--- src/rtl/auto_drive_ctrl.sv ---
// RC-car drive controller: manual/autonomous target selection plus per-motor duty ramp
// with brake-before-reverse. Optional sensor watchdog enabled by defining DIST_WDOG_EN.
module auto_drive_ctrl #(
    parameter int unsigned DIST_W      = 16,
    parameter int unsigned DUTY_W      = 7,
    parameter int unsigned FRONT_STOP  = 32,
    parameter int unsigned FRONT_SLOW  = 60,
    parameter int unsigned SIDE_NEAR   = 25,
    parameter int unsigned CRUISE_DUTY = 40,
    parameter int unsigned TURN_DUTY   = 40,
    parameter int unsigned MAN_DUTY    = 80,
    parameter int unsigned RAMP_STEP   = 5,
    parameter int unsigned RAMP_DIV    = 100000,
    parameter int unsigned WDOG_CYC    = 5000000
) (
    input  logic              clk,
    input  logic              reset_n,
    input  logic              btn_go,
    input  logic              btn_right,
    input  logic              btn_left,
    input  logic              btn_auto,
    input  logic              btn_stop,
    input  logic [DIST_W-1:0] dist_front,
    input  logic [DIST_W-1:0] dist_right,
    input  logic [DIST_W-1:0] dist_left,
    input  logic              dist_valid,
    output logic              in1,
    output logic              in2,
    output logic              in3,
    output logic              in4,
    output logic [DUTY_W-1:0] right_duty,
    output logic [DUTY_W-1:0] left_duty,
    output logic [1:0]        mode,
    output logic [2:0]        state
);
    localparam logic [1:0] MODE_IDLE   = 2'd0;
    localparam logic [1:0] MODE_MANUAL = 2'd1;
    localparam logic [1:0] MODE_AUTO   = 2'd2;

    localparam logic [2:0] ST_HOLD   = 3'd0;
    localparam logic [2:0] ST_CRUISE = 3'd1;
    localparam logic [2:0] ST_SLOW   = 3'd2;
    localparam logic [2:0] ST_VEER_L = 3'd3;
    localparam logic [2:0] ST_VEER_R = 3'd4;
    localparam logic [2:0] ST_SPIN_L = 3'd5;
    localparam logic [2:0] ST_SPIN_R = 3'd6;
    localparam logic [2:0] ST_FAULT  = 3'd7;

    localparam logic [1:0] DIR_FWD = 2'b10;
    localparam logic [1:0] DIR_REV = 2'b01;

    // Targets are clamped to the pwm_100 range once, at elaboration.
    localparam int unsigned MAN_C      = (MAN_DUTY > 100) ? 100 : MAN_DUTY;
    localparam int unsigned CRUISE_C   = (CRUISE_DUTY > 100) ? 100 : CRUISE_DUTY;
    localparam int unsigned CRUISE_H_C = (CRUISE_DUTY / 2 > 100) ? 100 : CRUISE_DUTY / 2;
    localparam int unsigned TURN_C     = (TURN_DUTY > 100) ? 100 : TURN_DUTY;
    localparam int unsigned TURN_H_C   = (TURN_DUTY / 2 > 100) ? 100 : TURN_DUTY / 2;

    localparam logic [DUTY_W-1:0] D_MAN      = DUTY_W'(MAN_C);
    localparam logic [DUTY_W-1:0] D_CRUISE   = DUTY_W'(CRUISE_C);
    localparam logic [DUTY_W-1:0] D_CRUISE_H = DUTY_W'(CRUISE_H_C);
    localparam logic [DUTY_W-1:0] D_TURN     = DUTY_W'(TURN_C);
    localparam logic [DUTY_W-1:0] D_TURN_H   = DUTY_W'(TURN_H_C);
    localparam logic [DUTY_W-1:0] D_STEP     = DUTY_W'(RAMP_STEP);

    localparam logic [DIST_W-1:0] L_FRONT_STOP = DIST_W'(FRONT_STOP);
    localparam logic [DIST_W-1:0] L_FRONT_SLOW = DIST_W'(FRONT_SLOW);
    localparam logic [DIST_W-1:0] L_SIDE_NEAR  = DIST_W'(SIDE_NEAR);

    localparam int unsigned TICK_W = $clog2(RAMP_DIV);

    logic [1:0]        r_mode;
    logic [2:0]        r_state;
    logic [1:0]        r_tdir_r, r_tdir_l;
    logic [1:0]        r_dir_r, r_dir_l;
    logic [DUTY_W-1:0] r_tgt_r, r_tgt_l;
    logic [DUTY_W-1:0] r_duty_r, r_duty_l;
    logic [TICK_W-1:0] r_tick_cnt;
    logic              w_tick;
    logic              w_wdog_hit;
    logic [2:0]        w_auto_state;
    logic [1:0]        w_auto_dir_r, w_auto_dir_l;
    logic [DUTY_W-1:0] w_auto_r, w_auto_l;
    logic [DUTY_W+1:0] w_next_r, w_next_l;

    always_comb begin
        w_auto_state = ST_CRUISE;
        w_auto_dir_r = DIR_FWD;
        w_auto_dir_l = DIR_FWD;
        w_auto_r     = D_CRUISE;
        w_auto_l     = D_CRUISE;
        if (dist_front < L_FRONT_STOP) begin
            if (dist_right > dist_left) begin
                w_auto_state = ST_SPIN_R;
                w_auto_dir_r = DIR_REV;
                w_auto_r     = D_TURN_H;
                w_auto_l     = D_TURN;
            end else begin
                w_auto_state = ST_SPIN_L;
                w_auto_dir_l = DIR_REV;
                w_auto_r     = D_TURN;
                w_auto_l     = D_TURN_H;
            end
        end else if (dist_right < L_SIDE_NEAR || dist_left < L_SIDE_NEAR) begin
            if (dist_right > dist_left) begin
                w_auto_state = ST_VEER_R;
                w_auto_r     = '0;
            end else begin
                w_auto_state = ST_VEER_L;
                w_auto_l     = '0;
            end
        end else if (dist_front < L_FRONT_SLOW) begin
            w_auto_state = ST_SLOW;
            w_auto_r     = D_CRUISE_H;
            w_auto_l     = D_CRUISE_H;
        end
    end

`ifdef DIST_WDOG_EN
    localparam int unsigned WDOG_W = $clog2(WDOG_CYC + 1);
    logic [WDOG_W-1:0] r_wdog_cnt;

    always_ff @(posedge clk or negedge reset_n) begin
        if (!reset_n)
            r_wdog_cnt <= '0;
        else if (btn_stop || btn_auto || btn_go || btn_right || btn_left ||
                 r_mode != MODE_AUTO || dist_valid)
            r_wdog_cnt <= '0;
        else if (r_state != ST_FAULT)
            r_wdog_cnt <= r_wdog_cnt + 1'b1;
    end

    assign w_wdog_hit = (r_mode == MODE_AUTO) && (r_state != ST_FAULT) && !dist_valid &&
                        (r_wdog_cnt == WDOG_W'(WDOG_CYC - 1));
`else
    assign w_wdog_hit = 1'b0;
`endif

    // Buttons override everything; stop/hold/fault zero the targets but keep target dirs.
    always_ff @(posedge clk or negedge reset_n) begin
        if (!reset_n) begin
            r_mode   <= MODE_IDLE;
            r_state  <= ST_HOLD;
            r_tdir_r <= 2'b00;
            r_tdir_l <= 2'b00;
            r_tgt_r  <= '0;
            r_tgt_l  <= '0;
        end else if (btn_stop) begin
            r_mode  <= MODE_IDLE;
            r_state <= ST_HOLD;
            r_tgt_r <= '0;
            r_tgt_l <= '0;
        end else if (btn_auto) begin
            r_mode  <= MODE_AUTO;
            r_state <= ST_HOLD;
            r_tgt_r <= '0;
            r_tgt_l <= '0;
        end else if (btn_go || btn_right || btn_left) begin
            r_mode   <= MODE_MANUAL;
            r_state  <= ST_HOLD;
            r_tdir_r <= DIR_FWD;
            r_tdir_l <= DIR_FWD;
            r_tgt_r  <= (btn_go || !btn_right) ? D_MAN : '0;
            r_tgt_l  <= (btn_go || btn_right) ? D_MAN : '0;
        end else if (dist_valid && r_mode == MODE_AUTO && r_state != ST_FAULT) begin
            r_state  <= w_auto_state;
            r_tdir_r <= w_auto_dir_r;
            r_tdir_l <= w_auto_dir_l;
            r_tgt_r  <= w_auto_r;
            r_tgt_l  <= w_auto_l;
        end else if (w_wdog_hit) begin
            r_state <= ST_FAULT;
            r_tgt_r <= '0;
            r_tgt_l <= '0;
        end
    end

    assign w_tick = (r_tick_cnt == TICK_W'(RAMP_DIV - 1));

    always_ff @(posedge clk or negedge reset_n) begin
        if (!reset_n)
            r_tick_cnt <= '0;
        else if (w_tick)
            r_tick_cnt <= '0;
        else
            r_tick_cnt <= r_tick_cnt + 1'b1;
    end

    // Returns {dir, duty}. Direction flips only at zero duty; an idle motor keeps its dir.
    function automatic logic [DUTY_W+1:0] ramp_next(input logic [1:0]        dir,
                                                    input logic [DUTY_W-1:0] duty,
                                                    input logic [1:0]        tdir,
                                                    input logic [DUTY_W-1:0] tduty);
        logic [1:0]        n_dir;
        logic [DUTY_W-1:0] n_duty;
        n_dir  = dir;
        n_duty = duty;
        if (tdir != dir) begin
            if (duty == '0) begin
                if (tduty != '0)
                    n_dir = tdir;
            end else begin
                n_duty = (duty > D_STEP) ? duty - D_STEP : '0;
            end
        end else if (duty < tduty) begin
            n_duty = (tduty - duty > D_STEP) ? duty + D_STEP : tduty;
        end else if (duty > tduty) begin
            n_duty = (duty - tduty > D_STEP) ? duty - D_STEP : tduty;
        end
        return {n_dir, n_duty};
    endfunction

    assign w_next_r = ramp_next(r_dir_r, r_duty_r, r_tdir_r, r_tgt_r);
    assign w_next_l = ramp_next(r_dir_l, r_duty_l, r_tdir_l, r_tgt_l);

    always_ff @(posedge clk or negedge reset_n) begin
        if (!reset_n) begin
            r_dir_r  <= 2'b00;
            r_dir_l  <= 2'b00;
            r_duty_r <= '0;
            r_duty_l <= '0;
        end else if (w_tick) begin
            {r_dir_r, r_duty_r} <= w_next_r;
            {r_dir_l, r_duty_l} <= w_next_l;
        end
    end

    assign {in1, in2}  = r_dir_r;
    assign {in3, in4}  = r_dir_l;
    assign right_duty  = r_duty_r;
    assign left_duty   = r_duty_l;
    assign mode        = r_mode;
    assign state       = r_state;
endmodule
--- config.mk ---
export PLATFORM = sky130hd
export DESIGN_NAME = auto_drive_ctrl
export DESIGN_NICKNAME = d
export VERILOG_FILES = /design/src/rtl/auto_drive_ctrl.sv
export SDC_FILE = /design/constraint.sdc
export NUM_CORES = 1
export LEC_CHECK = 0
export ABC_AREA = 1
export CAP_MARGIN = 20
export CORE_MARGIN = 2
export CORE_UTILIZATION = 50
export CTS_CLUSTER_SIZE = 30
export DETAILED_ROUTE_END_ITERATION = 6
export PLACE_DENSITY = 0.79
export SKIP_CTS_REPAIR_TIMING = 1
export SLEW_MARGIN = 0
export SYNTH_ARGS = -nofsm -noshare
export SYNTH_HDL_FRONTEND = slang
export SYNTH_SLANG_ARGS = --single-unit
--- constraint.sdc ---
create_clock -name clk -period 5.9 [get_ports clk]
set_input_delay 1.18 -clock clk [delete_from_list [all_inputs] [get_ports clk]]
set_output_delay 1.18 -clock clk [all_outputs]
set_load 0.02 [all_outputs]
# [Word-level counts from Yosys, hierarchy flattened]
# Index checks and enable logic that the tools add are counted.
[op_classes] n_bitwise=2 n_reduce_logical=21 multipliers=0 mux=54 addsub=9 order_cmp=15 shifts=0 eq_ne=7 div_mod_pow=0
[op_table] op="7-bit 2-to-1 mux" n=28
[op_table] op="7-bit by 3-bit > comparator with 1-bit output (second input constant)" n=6
[op_table] op="16-bit by 5-bit less-than comparator with 1-bit output (second input constant)" n=2
[op_table] op="16-bit by 6-bit less-than comparator with 1-bit output (second input constant)" n=2
[op_table] op="6-bit 2-to-1 mux" n=5
[op_table] op="7-bit subtractor" n=4
[op_table] op="2-bit 2-to-1 mux" n=13
[op_table] op="3-bit 2-to-1 mux" n=7
[op_table] op="17-bit by 1-bit adder with 17-bit output (second input constant)" n=1
[op_table] op="17-bit == test (second input constant)" n=1
[op_table] op="17-bit 2-to-1 mux" n=1
[op_table] op="16-bit > comparator" n=1
[op_table] op="7-bit by 3-bit adder with 7-bit output (second input constant)" n=2
[op_table] op="7-bit > comparator" n=2
[op_table] op="7-bit logical NOT" n=2
[op_table] op="7-bit less-than comparator" n=2
[op_table] op="7-bit nonzero test" n=2
[op_table] op="7-bit by 3-bit subtractor with 7-bit output (second input constant)" n=2
[op_table] op="3-bit AND reduction" n=3
[op_table] op="3-bit nonzero test" n=3
[op_table] op="4-bit AND reduction" n=2
[op_table] op="1-bit logical OR" n=4
[op_table] op="2-bit != test" n=2
[op_table] op="2-bit != test (second input constant)" n=2
[op_table] op="7 further kinds" n=9
[word_totals] reg_bits=58 latchBits=0 memories=0 ramBits=0 rom_bits=0 elab_cells=119

# [Logic depth before layout (Yosys ltp)]
# Gate-level depths: netlist of the first run.
[depth] depth_word=8 ltp_mapped=16 mapped_depth_nobuf=15

# [Worst setup path before layout of the first run]
# No wires, ideal clock.
[synth_timing] kind="input to register" from="input dist_left[1]" to="register r_tdir_l[1]" setup_time_ns=0.123 path_buffers=0 cell_stages=12 t_arrival_ns=2.312 setup_slack_ns=3.465 cell_sequence="inv_1 -> ha_1 -> a21oi_1 -> o21ai_0 -> nand2_1 -> o211ai_1 -> nand2_1 -> nand2_1 -> nand2_1 -> nand2_1 -> o21ai_0 -> nand2_1"
[synth_between] elab_chain_cells=5
[synth_rtl] element="start, declared" line_no="25" text="input logic [DIST_W-1:0] dist_left,"
[synth_rtl] element="16-bit > comparator" line_no="93" text="if (dist_right > dist_left) begin"
[synth_rtl] element="2-bit 2-to-1 mux" line_no="93"
[synth_rtl] element="2-bit 2-to-1 mux" line_no="92" text="if (dist_front < L_FRONT_STOP) begin"
[synth_rtl] element="2-bit 2-to-1 mux" line_no="165" text="end else if (dist_valid && r_mode == MODE_AUTO && r_state != ST_FAULT) begin"
[synth_rtl] element="2-bit 2-to-1 mux" line_no="158" text="end else if (btn_go || btn_right || btn_left) begin"
[synth_rtl] element="end signal, assigned" line_no="168" text="r_tdir_l <= w_auto_dir_l;"
[synth_rtl] element="end, declared" line_no="74" text="logic [1:0] r_tdir_r, r_tdir_l;"
# No other way between the ends. The select of a mux whose other input is x is not followed.
# A chain may end at the register's enable or synchronous reset.

# [Worst setup path after layout of the first run]
[layout_timing] from="input dist_left[15]" to="register r_tgt_r[2]"
[layout_between] elab_chain_cells=8 word_cells_on_any_way=10
[layout_rtl] element="16-bit by 5-bit less-than comparator with 1-bit output" line_no="104" text="end else if (dist_right < L_SIDE_NEAR || dist_left < L_SIDE_NEAR) begin"
[layout_rtl] element="1-bit logical OR" line_no="104"
[layout_rtl] element="7-bit 2-to-1 mux" line_no="104"
[layout_rtl] element="7-bit 2-to-1 mux (*)" line_no="92"
[layout_rtl] element="7-bit 2-to-1 mux (*)" line_no="165"
[layout_rtl] element="7-bit 2-to-1 mux (*)" line_no="158"
[layout_rtl] element="7-bit 2-to-1 mux (*)" line_no="153" text="end else if (btn_auto) begin"
[layout_rtl] element="7-bit 2-to-1 mux (*)" line_no="148" text="end else if (btn_stop) begin"
[layout_rtl] element="end signal, assigned" line_no="163" text="r_tgt_r <= (btn_go || !btn_right) ? D_MAN : '0;"
[layout_rtl] element="end signal, assigned" line_no="169" text="r_tgt_r <= w_auto_r;"
[layout_rtl] element="end, declared" line_no="76" text="logic [DUTY_W-1:0] r_tgt_r, r_tgt_l;"
# Every way passes the cells marked *; elsewhere a longest branch is shown, timed or not. The select of a mux whose other input is x is not followed.

==> run_results.csv, run 1 <==
group,metric,value,unit
layout,n_antenna_cell,0,
layout,final_common_cell,"nand2_1",
yosys,ys_seq_area_share,26.1,%
setup_path,worstPathRequired,6.11,ns
yosys,yosysTopAreaCellShare,26.1,%
power,leakage,0.00304,uW
sta,rsz0062_at_grt,"no",
setup_path,cp_top_family,"simple AND/OR/NAND/NOR gates",
layout,nNetsFinal,914,
floorplanning,die_h,103,um
setup_path,cp_slowest_cell,"clkdlybuf4s50_1",
setup_path,worstPathArrival,3.05,ns
setup_path,path_max_fanout,4,
floorplanning,fp-row-count,36,
status,status,"completed",
yosys,yosysUniqueCellTypes,48,
power,vdd_drop_max,96.5,uV
detailed_routing,avgViaCountPerCell,5.29,
yosys,synth-edff-count,0,
detailed_routing,wl_per_cell,13.3,um
yosys,ys.flop_type,"dfrtp_1",
yosys,synth_warnings,0,
yosys,async_reset_ff_share,100,%
grt,grt_start_max_net_pins,52,
sta,fin_crit_sh,48.2,%
clocking,cts_tree,"yes",
detailed_routing,antenna_left,0,
setup_path,critical_path_class,"in -> reg",
clocking,cts_buffers,5,
power,power_density,130,mW/mm^2
flow_run,maxCapViolations,0,
detailed_routing,wl_met2,6.28,mm
layout,layout-drive-gt1-share,4.91,%
grt,grtUsageTotal,24.5,%
clocking,clk_latency,0.32,ns
sta,setup_viol,0,
yosys,yosysTopAreaCell,"dfrtp_1",
sta,finalCriticalPeriod,2.85,ns
yosys,netlist_instances,735,
sta,worst_slew_pin_slew,0.658,ns
worst_hold_path,hold_path.class,"reg -> reg",
layout,syn_to_final_growth,19.9,%
sta,fmax,351,MHz
setup_path,cpPeakStageDelay,0.49,ns
placement,gp_congestion,0.982,
setup_path,startpoint_type,"primary input",
floorplanning,start_util,50.7,%
setup_path,path_cells,"clkdlybuf4s50_1 -> inv_1 -> ha_1 -> nand4_1 -> nor2_1 -> nand4_1 -> nand2_1 -> nand2_1 -> nand3_1 -> o21ai_0",
layout,final_cell_mix,"189 x nand2_1, 125 x inv_1, 75 x clkdlybuf4s50_1",
floorplanning,core_area,0.00964,mm^2
detailed_routing,route.top_layer_used,"met4",
detailed_routing,drt-met1-wl,5.48,mm
setup_path,crit_path_end_kind,"flip-flop",
clocking,htreeDepth,2,
placement,post-dp-hpwl,10.2,mm
grt,grt_pass1_vias,4848,
setup_path,crit_buf_inv,2,
layout,layoutNonFillerInstCount,947,
yosys,ys_ff_latch,51,
sta,skew,0.0112,ns
sta,relSlewSlack,56.1,%
clocking,cts_sinks,51,
grt,grt_pass1_wl,21.0,mm
detailed_routing,drc_errors,0,
placement,io_buffers,76,
yosys,synth_nets,836,
sta,final_hold_viol_count,0,
detailed_routing,drt_pass1_iterations,5,
detailed_routing,routed-via-count,5010,
floorplanning,io_pins,79,
floorplanning,die_x,103,um
yosys,postSynthAreaPerCell,6.65,um^2
grt,antenna_found_initial,0,
floorplanning,dieArea,0.0106,mm^2
grt,grt_overflow,0,
placement,placed_cells,939,
clocking,cts_root_buf,"clkbuf_8",
clocking,cts_buffer_depth,2,
sta,final.setup.tns,0,ns
clocking,clk_pin_slew,0.11,ns
sta,slew_viol_final,0,
detailed_routing,routed-wl-met3,639,um
yosys,synth_area,0.00489,mm^2
detailed_routing,routed_wl,12.6,mm
yosys,synth.area.top_cells,"dfrtp_1 26%, nand2_1 15%, ha_1 11%, inv_1 9.6%, nand3_1 5.5%",
detailed_routing,drtIter0Drc,276,
[Yosys cell counts, types with 3 or more instances]
master	n
nand2_1	189
inv_1	125
nor2_1	63
nand3_1	54
dfrtp_1	51
ha_1	43
a21oi_1	41
o21ai_0	29
nand4_1	22
xor2_1	20
nor3_1	13
o21ai_1	13
nor4_1	9
o211ai_1	7
a21oi_2	5
nand2_2	5
or2_2	5
nand3_4	3
[registers in the layout, indices dropped and copies added, names as in the netlist]
| name | flops |
|---|---|
| r_tick_cnt | 17 |
| left_duty | 7 |
| right_duty | 7 |
| r_tgt_l | 4 |
| r_tgt_r | 3 |
| state | 3 |
| mode | 2 |
| r_dir_l | 2 |
| r_dir_r | 2 |
| r_tdir_l | 2 |
| r_tdir_r | 2 |
[worst min-delay path, delay by kind of cell (launching register included)]
family | cells | cell delay [ns]
flip-flops | 1 | 0.36
AND/OR/NAND/NOR | 2 | 0.11
[cell type report]
class                           instances  area [um^2]
Clock inverter                          3         26.3
Tap cell                              133          166
Sequential cell                        51         1280
Multi-Input combinational cell        548         3070
Clock buffer                            5         68.8
Inverter                              130          494
Fill cell                             890         3780
Timing Repair Buffer                   77          763
[final timing paths]
| path | cells after the start | endpoint | from | slack, ns |
|---|---|---|---|---|
| max | 10 | r_tgt_r[2] | dist_left[15] | 3.05 |
| min | 2 | r_tdir_l[1] | r_tdir_l[1] | 0.50 |
| max reg2reg | 11 | right_duty[1] | right_duty[3] | 3.10 |
| min reg2reg | 2 | r_tdir_l[1] | r_tdir_l[1] | 0.50 |
| max in group asynchronous | 2 | r_tick_cnt[13] | reset_n | 4.49 |
| min in group asynchronous | 2 | r_tick_cnt[3] | reset_n | 0.96 |
[layer usage]
metal / GRT usage [%] / vias up
met4: 6.68 / 0
met2: 44.2 / 171
met3: 4.14 / 18
met5: 0 / -
met1: 30.1 / 2285
li1: - / 2536
[per-stage QoR]
step / worst slack [ns] / area (um^2) / util (%) / total power [uW] / hold slack, ns
CTS: 3.07 / 5860 / 60.8 / 766 / 0.504
global placement: 2.76 / 5770 / 59.8 / 542 / 0.471
finish: 3.05 / 5860 / 60.8 / 762 / 0.495
detailed placement: 2.73 / 5770 / 59.8 / 550 / 0.480
global route: 2.77 / 5860 / 60.8 / 800 / 0.519
floorplan: 3.46 / 4890 / - / 475 / 0.449
[power by group]
group	leakage (uW)	total, uW	switching [uW]	internal, uW
clock	0.0000491	217	129	87.5
combinational	0.00230	189	109	80.1
sequential	0.000688	357	3.28	353
total	0.00304	762	241	521
[kinds of logic after synthesis]
group,share of synthesized area (%)
and+or+nand+nor,35.2
AOI/OAI and AO/OA,11.9
buffers and inverters,11.2
DFF,26.1
xor gates and xnor gates,3.76
adders and majority gates,11.8
Power figures use the tool's default switching activity.
==> run 2: changes to the inputs <==
- clock period: 5.9 -> 2.9 ns (I/O delays scaled with it)
==> run_results.csv, run 2 (synthesis results as in run 1) <==
group,metric,value,unit
status,status,"completed",
detailed_routing,drt_pass1_iterations,5,
setup_path,worstPathArrival,2.80,ns
setup_path,path_max_fanout,6,
detailed_routing,avgViaCountPerCell,5.33,
grt,grt_pass1_wl,21.4,mm
floorplanning,fp-row-count,36,
clocking,cts_sinks,51,
placement,gp_congestion,0.965,
placement,io_buffers,76,
worst_hold_path,hold_path.class,"in -> async",
power,vdd_drop_max,244,uV
clocking,cts_root_buf,"clkbuf_8",
floorplanning,dieArea,0.0106,mm^2
detailed_routing,routed_wl,12.7,mm
grt,grt_overflow,0,
setup_path,cp_top_family,"adder cells",
setup_path,startpoint_type,"flip-flop",
layout,top_register,"r_tick_cnt",
sta,fin_crit_sh,88.4,%
layout,final_cell_mix,"189 x nand2_1, 125 x inv_1, 75 x clkdlybuf4s50_1",
clocking,cts_buffers,5,
detailed_routing,antenna_left,0,
sta,final.setup.tns,0,ns
clocking,htreeDepth,2,
power,leakage,0.00307,uW
setup_path,crit_buf_inv,1,
detailed_routing,drc_errors,0,
grt,grt_pass1_vias,4870,
setup_path,crit_path_end_kind,"flip-flop",
clocking,clk_latency,0.31,ns
sta,slew_viol_final,0,
sta,worst_slew_pin_slew,0.506,ns
sta,skew,0.0125,ns
setup_path,worstPathRequired,3.14,ns
flow_run,maxCapViolations,0,
setup_path,path_cells,"inv_1 -> ha_1 -> fa_1 -> o21ai_1 -> nor2_1 -> nand3_2 -> nand2_2 -> o21ai_1 -> a21oi_1 -> nand2_1 -> a21oi_1",
detailed_routing,wl_per_cell,13.4,um
grt,grtUsageTotal,24.8,%
layout,syn_to_final_growth,21.1,%
placement,post-dp-hpwl,10.5,mm
sta,fmax,390,MHz
detailed_routing,routed-via-count,5076,
sta,rsz0062_at_grt,"no",
sta,final_hold_viol_count,0,
setup_path,cp_slowest_cell,"fa_1",
power,power_density,275,mW/mm^2
clocking,clk_pin_slew,0.10,ns
clocking,cts_tree,"yes",
layout,fin_util,61.4,%
grt,grt_start_max_net_pins,28,
detailed_routing,drtIter0Drc,339,
clocking,cts_buffer_depth,2,
sta,finalCriticalPeriod,2.56,ns
sta,relSlewSlack,65.9,%
floorplanning,start_util,50.7,%
layout,layout-drive-gt1-share,5.49,%
layout,final_common_cell,"nand2_1",
layout,n_antenna_cell,0,
floorplanning,die_h,103,um
layout,nNetsFinal,919,
grt,antenna_found_initial,0,
floorplanning,core_area,0.00964,mm^2
layout,largest_reg_flops,17,
floorplanning,io_pins,79,
floorplanning,die_x,103,um
setup_path,cpPeakStageDelay,0.50,ns
setup_path,critical_path_class,"reg -> reg",
sta,setup_viol,0,
[run 2: cell count changes in the layout (fill, tap and decap cells not counted)]
cell	previous run	this run
inv_6	2	1
buf_4	1	6
bufinv_16	0	1
[run 2: power breakdown]
part | total [uW] | switching (uW) | internal [uW]
sequential | 726 | 7.12 | 719
combinational | 385 | 219 | 166
clock | 515 | 253 | 262
[run 2: cell type report]
type / instances / area [um^2]
fillers: 862 / 3720
clock inverters: 3 / 47.5
multi-input cells: 548 / 3070
well taps: 133 / 166
inverters: 130 / 494
repair buffers: 82 / 801
flip-flops and latches: 51 / 1280
clock buffers: 5 / 68.8
[run 2: worst paths after layout]
check / from / endpoint / slack, ns / depth (start not counted)
setup / recovery: left_duty[2] / left_duty[5] / 0.34 / 11
hold / removal: reset_n / r_tick_cnt[3] / 0.15 / 1
min in group clk: r_tick_cnt[0] / r_tick_cnt[0] / 0.50 / 1
setup reg to reg: left_duty[2] / left_duty[5] / 0.34 / 11
max in group asynchronous: reset_n / r_tick_cnt[13] / 2.08 / 2
hold reg to reg: r_tick_cnt[0] / r_tick_cnt[0] / 0.50 / 1
[run 2: worst register-to-register path, delay by kind of cell (launching register included)]
kind / cells / cell delay, ns
buffers and inverters: 1 / 0.18
AOI/OAI and AO/OA: 4 / 0.42
adders and majority gates: 2 / 0.79
and+or+nand+nor: 4 / 0.63
DFF: 1 / 0.48
[run 2: through the flow]
stage / cells / power, uW / hold WS, ns / cell area [um^2] / setup slack (ns)
3_5_place_dp: 944 / 1120 / 0.472 / 5810 / 0.370
3_3_place_gp: 944 / 1110 / 0.471 / 5810 / 0.417
6_report: 952 / 1630 / 0.146 / 5920 / 0.337
2_1_floorplan: 735 / 966 / 0.284 / 4890 / 0.534
5_1_grt: 952 / 1710 / 0.151 / 5920 / 0.109
4_1_cts: 952 / 1640 / 0.149 / 5920 / 0.368
[run 2: per-layer routing]
layer  vias to the layer above  wire (um)  global-route usage [%]  part of all wire (%)
met1                      2342       5470                    30.3                    43
met4                         0        261                    7.19                   2.1
met5                         -          0                       0                     0
met2                       166       6280                    44.9                    49
li1                       2549          -                       -                     -
met3                        19        714                    4.14                   5.6
